**config.mk**
```make
export PLATFORM = sky130hd
export DESIGN_NAME = apb_master
export DESIGN_NICKNAME = d
export VERILOG_FILES = /design/src/rtl/apb_master.sv
export SDC_FILE = /design/constraint.sdc
export NUM_CORES = 1
export LEC_CHECK = 0
export ABC_AREA = 1
export CAP_MARGIN = 20
export CORE_MARGIN = 5
export CORE_UTILIZATION = 34
export CTS_CLUSTER_SIZE = 8
export DETAILED_ROUTE_END_ITERATION = 8
export PLACE_DENSITY = 0.76
export SYNTH_ARGS = -nofsm -noshare
export SYNTH_HDL_FRONTEND = slang
export SYNTH_SLANG_ARGS = --single-unit
```
**constraint.sdc**
```tcl
create_clock -name pClk -period 1.3 [get_ports pClk]
set_input_delay 0.26 -clock pClk [delete_from_list [all_inputs] [get_ports pClk]]
set_output_delay 0.26 -clock pClk [all_outputs]
set_load 0.05 [all_outputs]
```
**src/rtl/apb_master.sv**
```systemverilog
// apb_master: single-outstanding APB requester that turns cmd_* requests into SETUP/ACCESS transfers.
// Build option: define APB_TIMEOUT_EN to abort ACCESS after TIMEOUT_CYCLES wait cycles (rsp_err=1).
module apb_master #(
  parameter int ADDR_W         = 33,
  parameter int TIMEOUT_CYCLES = 16
) (
  input  logic              pClk,
  input  logic              pReset,
  input  logic              cmd_valid,
  output logic              cmd_ready,
  input  logic              cmd_write,
  input  logic [ADDR_W-1:0] cmd_addr,
  input  logic [7:0]        cmd_wdata,
  output logic              rsp_valid,
  output logic [7:0]        rsp_rdata,
  output logic              rsp_err,
  output logic              pSelect,
  output logic              pEnable,
  output logic              pWrite,
  output logic [ADDR_W-1:0] pAddress,
  output logic [7:0]        pWData,
  input  logic [7:0]        pRData,
  input  logic              pReady,
  output logic [1:0]        fsm_state
);

  localparam logic [1:0] IDLE   = 2'd0;
  localparam logic [1:0] SETUP  = 2'd1;
  localparam logic [1:0] ACCESS = 2'd2;

  logic [1:0] state;
  logic       accept;
  logic       done;
  logic       abort;

  // Handshake: a command transfers on a rising edge where cmd_valid && cmd_ready;
  // the requester holds cmd_* stable while cmd_valid is high and not yet accepted.
  assign done      = (state == ACCESS) && pReady;
  assign cmd_ready = (state == IDLE) || done;
  assign accept    = cmd_valid && cmd_ready;
  assign fsm_state = state;

  always_ff @(posedge pClk or negedge pReset) begin
    if (!pReset) begin
      state     <= IDLE;
      pSelect   <= 1'b0;
      pEnable   <= 1'b0;
      pWrite    <= 1'b0;
      pAddress  <= '0;
      pWData    <= '0;
      rsp_valid <= 1'b0;
      rsp_rdata <= '0;
    end else begin
      rsp_valid <= 1'b0;
      if (accept) begin
        pWrite   <= cmd_write;
        pAddress <= cmd_addr;
        pWData   <= cmd_wdata;
      end
      case (state)
        IDLE: begin
          if (accept) begin
            pSelect <= 1'b1;
            state   <= SETUP;
          end
        end
        SETUP: begin
          pEnable <= 1'b1;
          state   <= ACCESS;
        end
        ACCESS: begin
          if (done) begin
            rsp_valid <= 1'b1;
            if (!pWrite) rsp_rdata <= pRData;
            pEnable <= 1'b0;
            // A command taken on the completing edge keeps pSelect high and re-enters SETUP.
            if (accept) begin
              state <= SETUP;
            end else begin
              pSelect <= 1'b0;
              state   <= IDLE;
            end
          end else if (abort) begin
            rsp_valid <= 1'b1;
            pSelect   <= 1'b0;
            pEnable   <= 1'b0;
            state     <= IDLE;
          end
        end
        default: begin
          pSelect <= 1'b0;
          pEnable <= 1'b0;
          state   <= IDLE;
        end
      endcase
    end
  end

`ifdef APB_TIMEOUT_EN
  localparam int CNT_W = $clog2(TIMEOUT_CYCLES + 1);

  logic [CNT_W-1:0] wait_cnt;
  logic             rsp_err_q;

  // The abort fires on the TIMEOUT_CYCLES-th ACCESS cycle that still sees pReady low.
  assign abort   = (state == ACCESS) && !pReady && (wait_cnt == CNT_W'(TIMEOUT_CYCLES - 1));
  assign rsp_err = rsp_err_q;

  always_ff @(posedge pClk or negedge pReset) begin
    if (!pReset) begin
      wait_cnt  <= '0;
      rsp_err_q <= 1'b0;
    end else begin
      rsp_err_q <= abort;
      if (state == SETUP) begin
        wait_cnt <= '0;
      end else if ((state == ACCESS) && !pReady) begin
        wait_cnt <= wait_cnt + CNT_W'(1);
      end
    end
  end
`else
  assign abort   = 1'b0;
  assign rsp_err = 1'b0;

  // TIMEOUT_CYCLES only matters when the abort path is built in.
  if (TIMEOUT_CYCLES < 1) begin : g_timeout_unused
  end
`endif

endmodule

```
* Word-level counts from Yosys, hierarchy flattened
Cells that the tools add are included.
** Word-level totals
- Bits of input ports :: 54
- Flip-flop bits (word level) :: 55
** Operators by class
- Bitwise logic cells :: 3
- Reductions and logical operators :: 8
- Equality and inequality tests :: 5
- Multiplexer cells :: 12
** Operators by type and width (count)
- $mux 1 :: 7
- $ne 2x2->1 const B :: 3
- $pmux 1 s3 :: 2
- $pmux 2 s3 :: 1
- $mux 2 :: 2
- $reduce_and 2->1 :: 2
- $reduce_and 4->1 :: 1
- $not 1->1 :: 3
- $reduce_and 3->1 :: 1
- $eq 2x1->1 const B :: 1
- $eq 2x2->1 const B :: 1
- $logic_and 1x1->1 :: 2
- $logic_not 2->1 :: 1
- $logic_or 1x1->1 :: 1

* Logic depth before layout (Yosys ltp)
- Depth after elaboration :: 7
- Mapped depth :: 7
- Gate-level depth less buffers :: 6

* Worst setup path before layout
OpenSTA, ideal clock, no wires.
- Kind :: reg-to-output
- From :: register state[0], in the netlist fsm_state[0]
- To :: output cmd_ready
- Cell stages (with the launch flop) :: 3
- Setup slack :: -0.537 ns
- Buffers on the path :: 1
- Required time :: 1.040 ns
- Arrival :: 1.577 ns
- Cells stage by stage :: dfrtp_1 buf_6 a21oi_1
** On the way
- Cells in the longest elaborated chain, start to end :: 3
- Elaborated cells on any way between the ends :: 4
- Classes of those cells :: 1 x eq/ne; 3 x reduce/logical
** Ends and longest elaborated chain
- from (decl) :: line 31 : logic [1:0] state;
- from (signal assigned) :: line 45 : state <= IDLE;
- from (signal assigned) :: line 64 : state <= SETUP;
- from (signal assigned) :: line 69 : state <= ACCESS;
- $eq 2x2->1 :: line 38 : assign done = (state == ACCESS) && pReady;
- $logic_and 1x1->1 :: line 38
- $logic_or 1x1->1 * :: line 39 : assign cmd_ready = (state == IDLE) || done;
- to (decl) :: line 10 : output logic cmd_ready,
Mark *: on every way between the ends. The rest lies on a longest branch, timed or not.

* Final worst setup path
- From :: register state[1], in the netlist fsm_state[1]
- To :: output cmd_ready
Same word-level chain as after synthesis.

==> results.md <==
* Status: complete, but fails checks
* Failing checks: setup timing
* Io pins at 111
* Static leakage at 0.002033 uW
* Number of global-route vias before repair at 1979
* Worst-path cell with the longest stage delay: dfrtp_2
* Fmax at ~750 MHz
* Worst-path maximum fanout at 2
* Max Clock Skew at 0.008324 ns
* Most numerous cell in the Yosys netlist: nand2_1
* Total wire length at 6051 um
* Via density at roughly 4.4
* Yosys warns at 0
* Total Nets Final at about 400
* Die area at 8195 um^2
* Mux contribution to synthesized area at 0
* Share of cells above drive strength 1 at 0.2570
* Critical path class: flip-flop to output pin
* Final period utilization at 1.023
* Core outline area at approximately 6300 um^2
* Worst setup EP type: output pin
* Post-DP HPWL at between 4000 and 5000 um
* Hold Fails Final Rpt at 0
* CTS tree: built
* Die width at 90.53 um
* Yosys reg bits at 55
* Mapped Cells at 238
* Worst min-delay path category: input port to flip-flop
* Simple-gate share of the synthesized area at 0.2951
* Clk_lat worst skew at around 0.30 ns
* Top cells by area, synth: dfrtp_1 62%, nand2_1 23%, nand4_1 2.6%
* Post-synth top cells: 136 x nand2_1, 55 x dfrtp_1, 9 x nand4_1
* CTS Buf Count at 5
* Buf/Inv on CP at 1
* Fin worst setup slack at -0.03055 ns
* Max stage delay on crit path at approximately 0.44 ns
* DRT iter0 DRCs at between 50 and 60
* Antenna diodes at 0
* RSZ-0062 raised after global routing: yes
* Sequential share of the synthesized area at 0.6243
* Setup TNS at -0.03055 ns
* CP Data Required Time at between 1 and 1.5 ns
* Area post-placement at 3978 um^2
* Fin area at roughly 4200 um^2
* CP top delay family: flip-flops
* Area grow syn2layout at 88.59%
* Post-synth cell types at 18
* Row cnt at 29
* TritonCTS sink count at 55
* Finish-stage setup viols at 1
* Post-synth top area share at 0.6243
* First-pass GRT wire length at 10310 um
* Worst setup SP type: flip-flop
* Peak VDD IR at between 0.001 and 0.0015 V
* I/O Buffers at between 100 and 150
* PwrDens at around 2000 nW/um^2
* Critical Path AT at roughly 1.1 ns
* Largest family of logic cells by synthesized area: simple AND/OR/NAND/NOR gates
* Clock-pin transition on the worst setup and hold timing paths at 0.09 ns
* Synth Area in XOR/XNOR at 0
* Post-synth top flop: dfrtp_1
* Final slew viol count at 0
* Initial Util at 0.3492
* First-pass detailed-route iteration total at 4
* Mean Syn Cell Area at between 9 and 10 um^2
* Initial antenna violation count at 0
* Routability cong. at roughly 0.72
* Async set or reset register ratio after synthesis at 1.000
* Final critical-path required period at ~1.3 ns
* Synth Area in Compound Gates at 0.01589
* # DRC at 0
* Total vias in the final route at just under 2000
* EDFF count, synth at 0
* Max clock buf depth at 2
* Synth Net Count at about 290
* Largest net degree at the start of global routing at between 50 and 60
* Height of the die at between 90 and 100 um
* Max_cap viols at 0
* Crit-path cells: a21oi_4 > buf_12
* Clock root buffer: clkbuf_8
* Synth area leader: dfrtp_1
* Gr ovfl total at 0
* H-tree depth at 2
* Syn Std Cell Area at 2205 um^2
* WL per Instance at 13.91 um
* Synth Area in Adders at 0
* Total GRT Usage at 0.1523
* Post-DRT Antenna Nets at 0
==> cells by family after synthesis <==
kind of cell,after synthesis
other,1
flip-flops,55
AO/OA/AOI/OAI,7
AND/OR/NAND/NOR,157
buffers and inverters,18
==> worst reg2reg max path, cell delays in order (launching register included) <==
cell,delay (ns)
dfrtp_2,0.41
buf_6,0.13
nand2_1,0.09
nand2_4,0.15
clkinv_8,0.10
clkbuf_16,0.17
nand2_1,0.05
nand2_1,0.05
==> layout make-up <==
cell class / instances / area [um^2]
well taps: 77 / 96.34
fillers: 501 / 2156
flip-flops and latches: 55 / 1380
clock buffers: 8 / 80.08
repair buffers: 123 / 1862
inverters: 7 / 38.79
multi-input cells: 165 / 700.7
==> flip-flops by register name, summed over array words and instances (netlist names) <==
name	flops
pAddress	33
pWData	8
rsp_rdata	8
fsm_state	2
pEnable	1
pSelect	1
pWrite	1
rsp_valid	1
==> routing by layer <==
metal  routed length, um  up-vias  global-route usage  part of all wire
li1                    -      966                   -                 -
met1                2365      892              0.1855              0.39
met2                3083       70              0.2536              0.51
met3                 553        7             0.06000             0.091
met4                  48        0             0.03350            0.0079
met5                   0        -                   0                 0
==> timing repair <==
item / 4_1_cts / 5_1_grt
setup buffers: 3 / 0
pin swaps: 1 / 0
cloned: 0 / 2
resized for setup: 2 / 5
hold buffers: 1 / 0
endpoints found under the setup margin: 1 / 34
hold endpoints to repair: 55 / 0
==> report_power, final <==
group / internal, uW / switching (uW)
Combinational: 2260 / 2440
Sequential: 2180 / 514
Clock: 384 / 509
Total: 4820 / 3470
==> stage by stage <==
step | setup slack [ns] | utilization | hold WS, ns | instances | power (uW)
final | -0.03055 | 0.6585 | 0.4281 | 435 | 8292
after global routing | -0.08934 | 0.6585 | 0.4300 | 435 | 8741
after CTS | -0.03434 | 0.6476 | 0.4171 | 433 | 8336
after detailed placement | -0.2482 | 0.6300 | 0.2816 | 421 | 7396
after global placement | -0.2194 | 0.6300 | 0.2814 | 421 | 7334
after floorplan | 0.04015 | - | -0.03559 | 238 | 4734
==> placed cells by master (no fill, tap or decap) <==
| cell type | count |
|---|---|
| nand2_2 | 8 |
| dlygate4sd2_1 | 1 |
| nand2_1 | 136 |
| clkinv_1 | 1 |
| dfrtp_2 | 3 |
| buf_8 | 1 |
| clkbuf_16 | 2 |
| dlygate4sd3_1 | 1 |
| clkinv_8 | 1 |
| clkdlybuf4s50_1 | 51 |
| nand4_1 | 9 |
| dfrtp_1 | 52 |
| clkbuf_8 | 5 |
| o21ai_0 | 3 |
| clkbuf_1 | 3 |
| nor3_1 | 1 |
| inv_2 | 1 |
| nor2_4 | 1 |
| buf_4 | 4 |
| nand2_4 | 1 |
| buf_2 | 1 |
| nor2_2 | 1 |
| buf_12 | 61 |
| buf_6 | 1 |
| inv_1 | 4 |
| a21oi_1 | 3 |
| conb_1 | 1 |
| a21oi_4 | 1 |
==> worst paths after layout <==
path,startpoint,to,cells after the start,slack [ns]
worst max-delay path,fsm_state[1],cmd_ready,2,-0.03
worst min-delay path,pReady,rsp_valid,3,0.43
worst max register to register,fsm_state[1],pAddress[31],7,0.04
worst min register to register,rsp_rdata[5],rsp_rdata[5],2,0.54
max in group asynchronous,pReset,fsm_state[0],3,0.57
min in group asynchronous,pReset,rsp_rdata[6],3,0.48
Note: power is estimated with default switching activity, not from simulation.
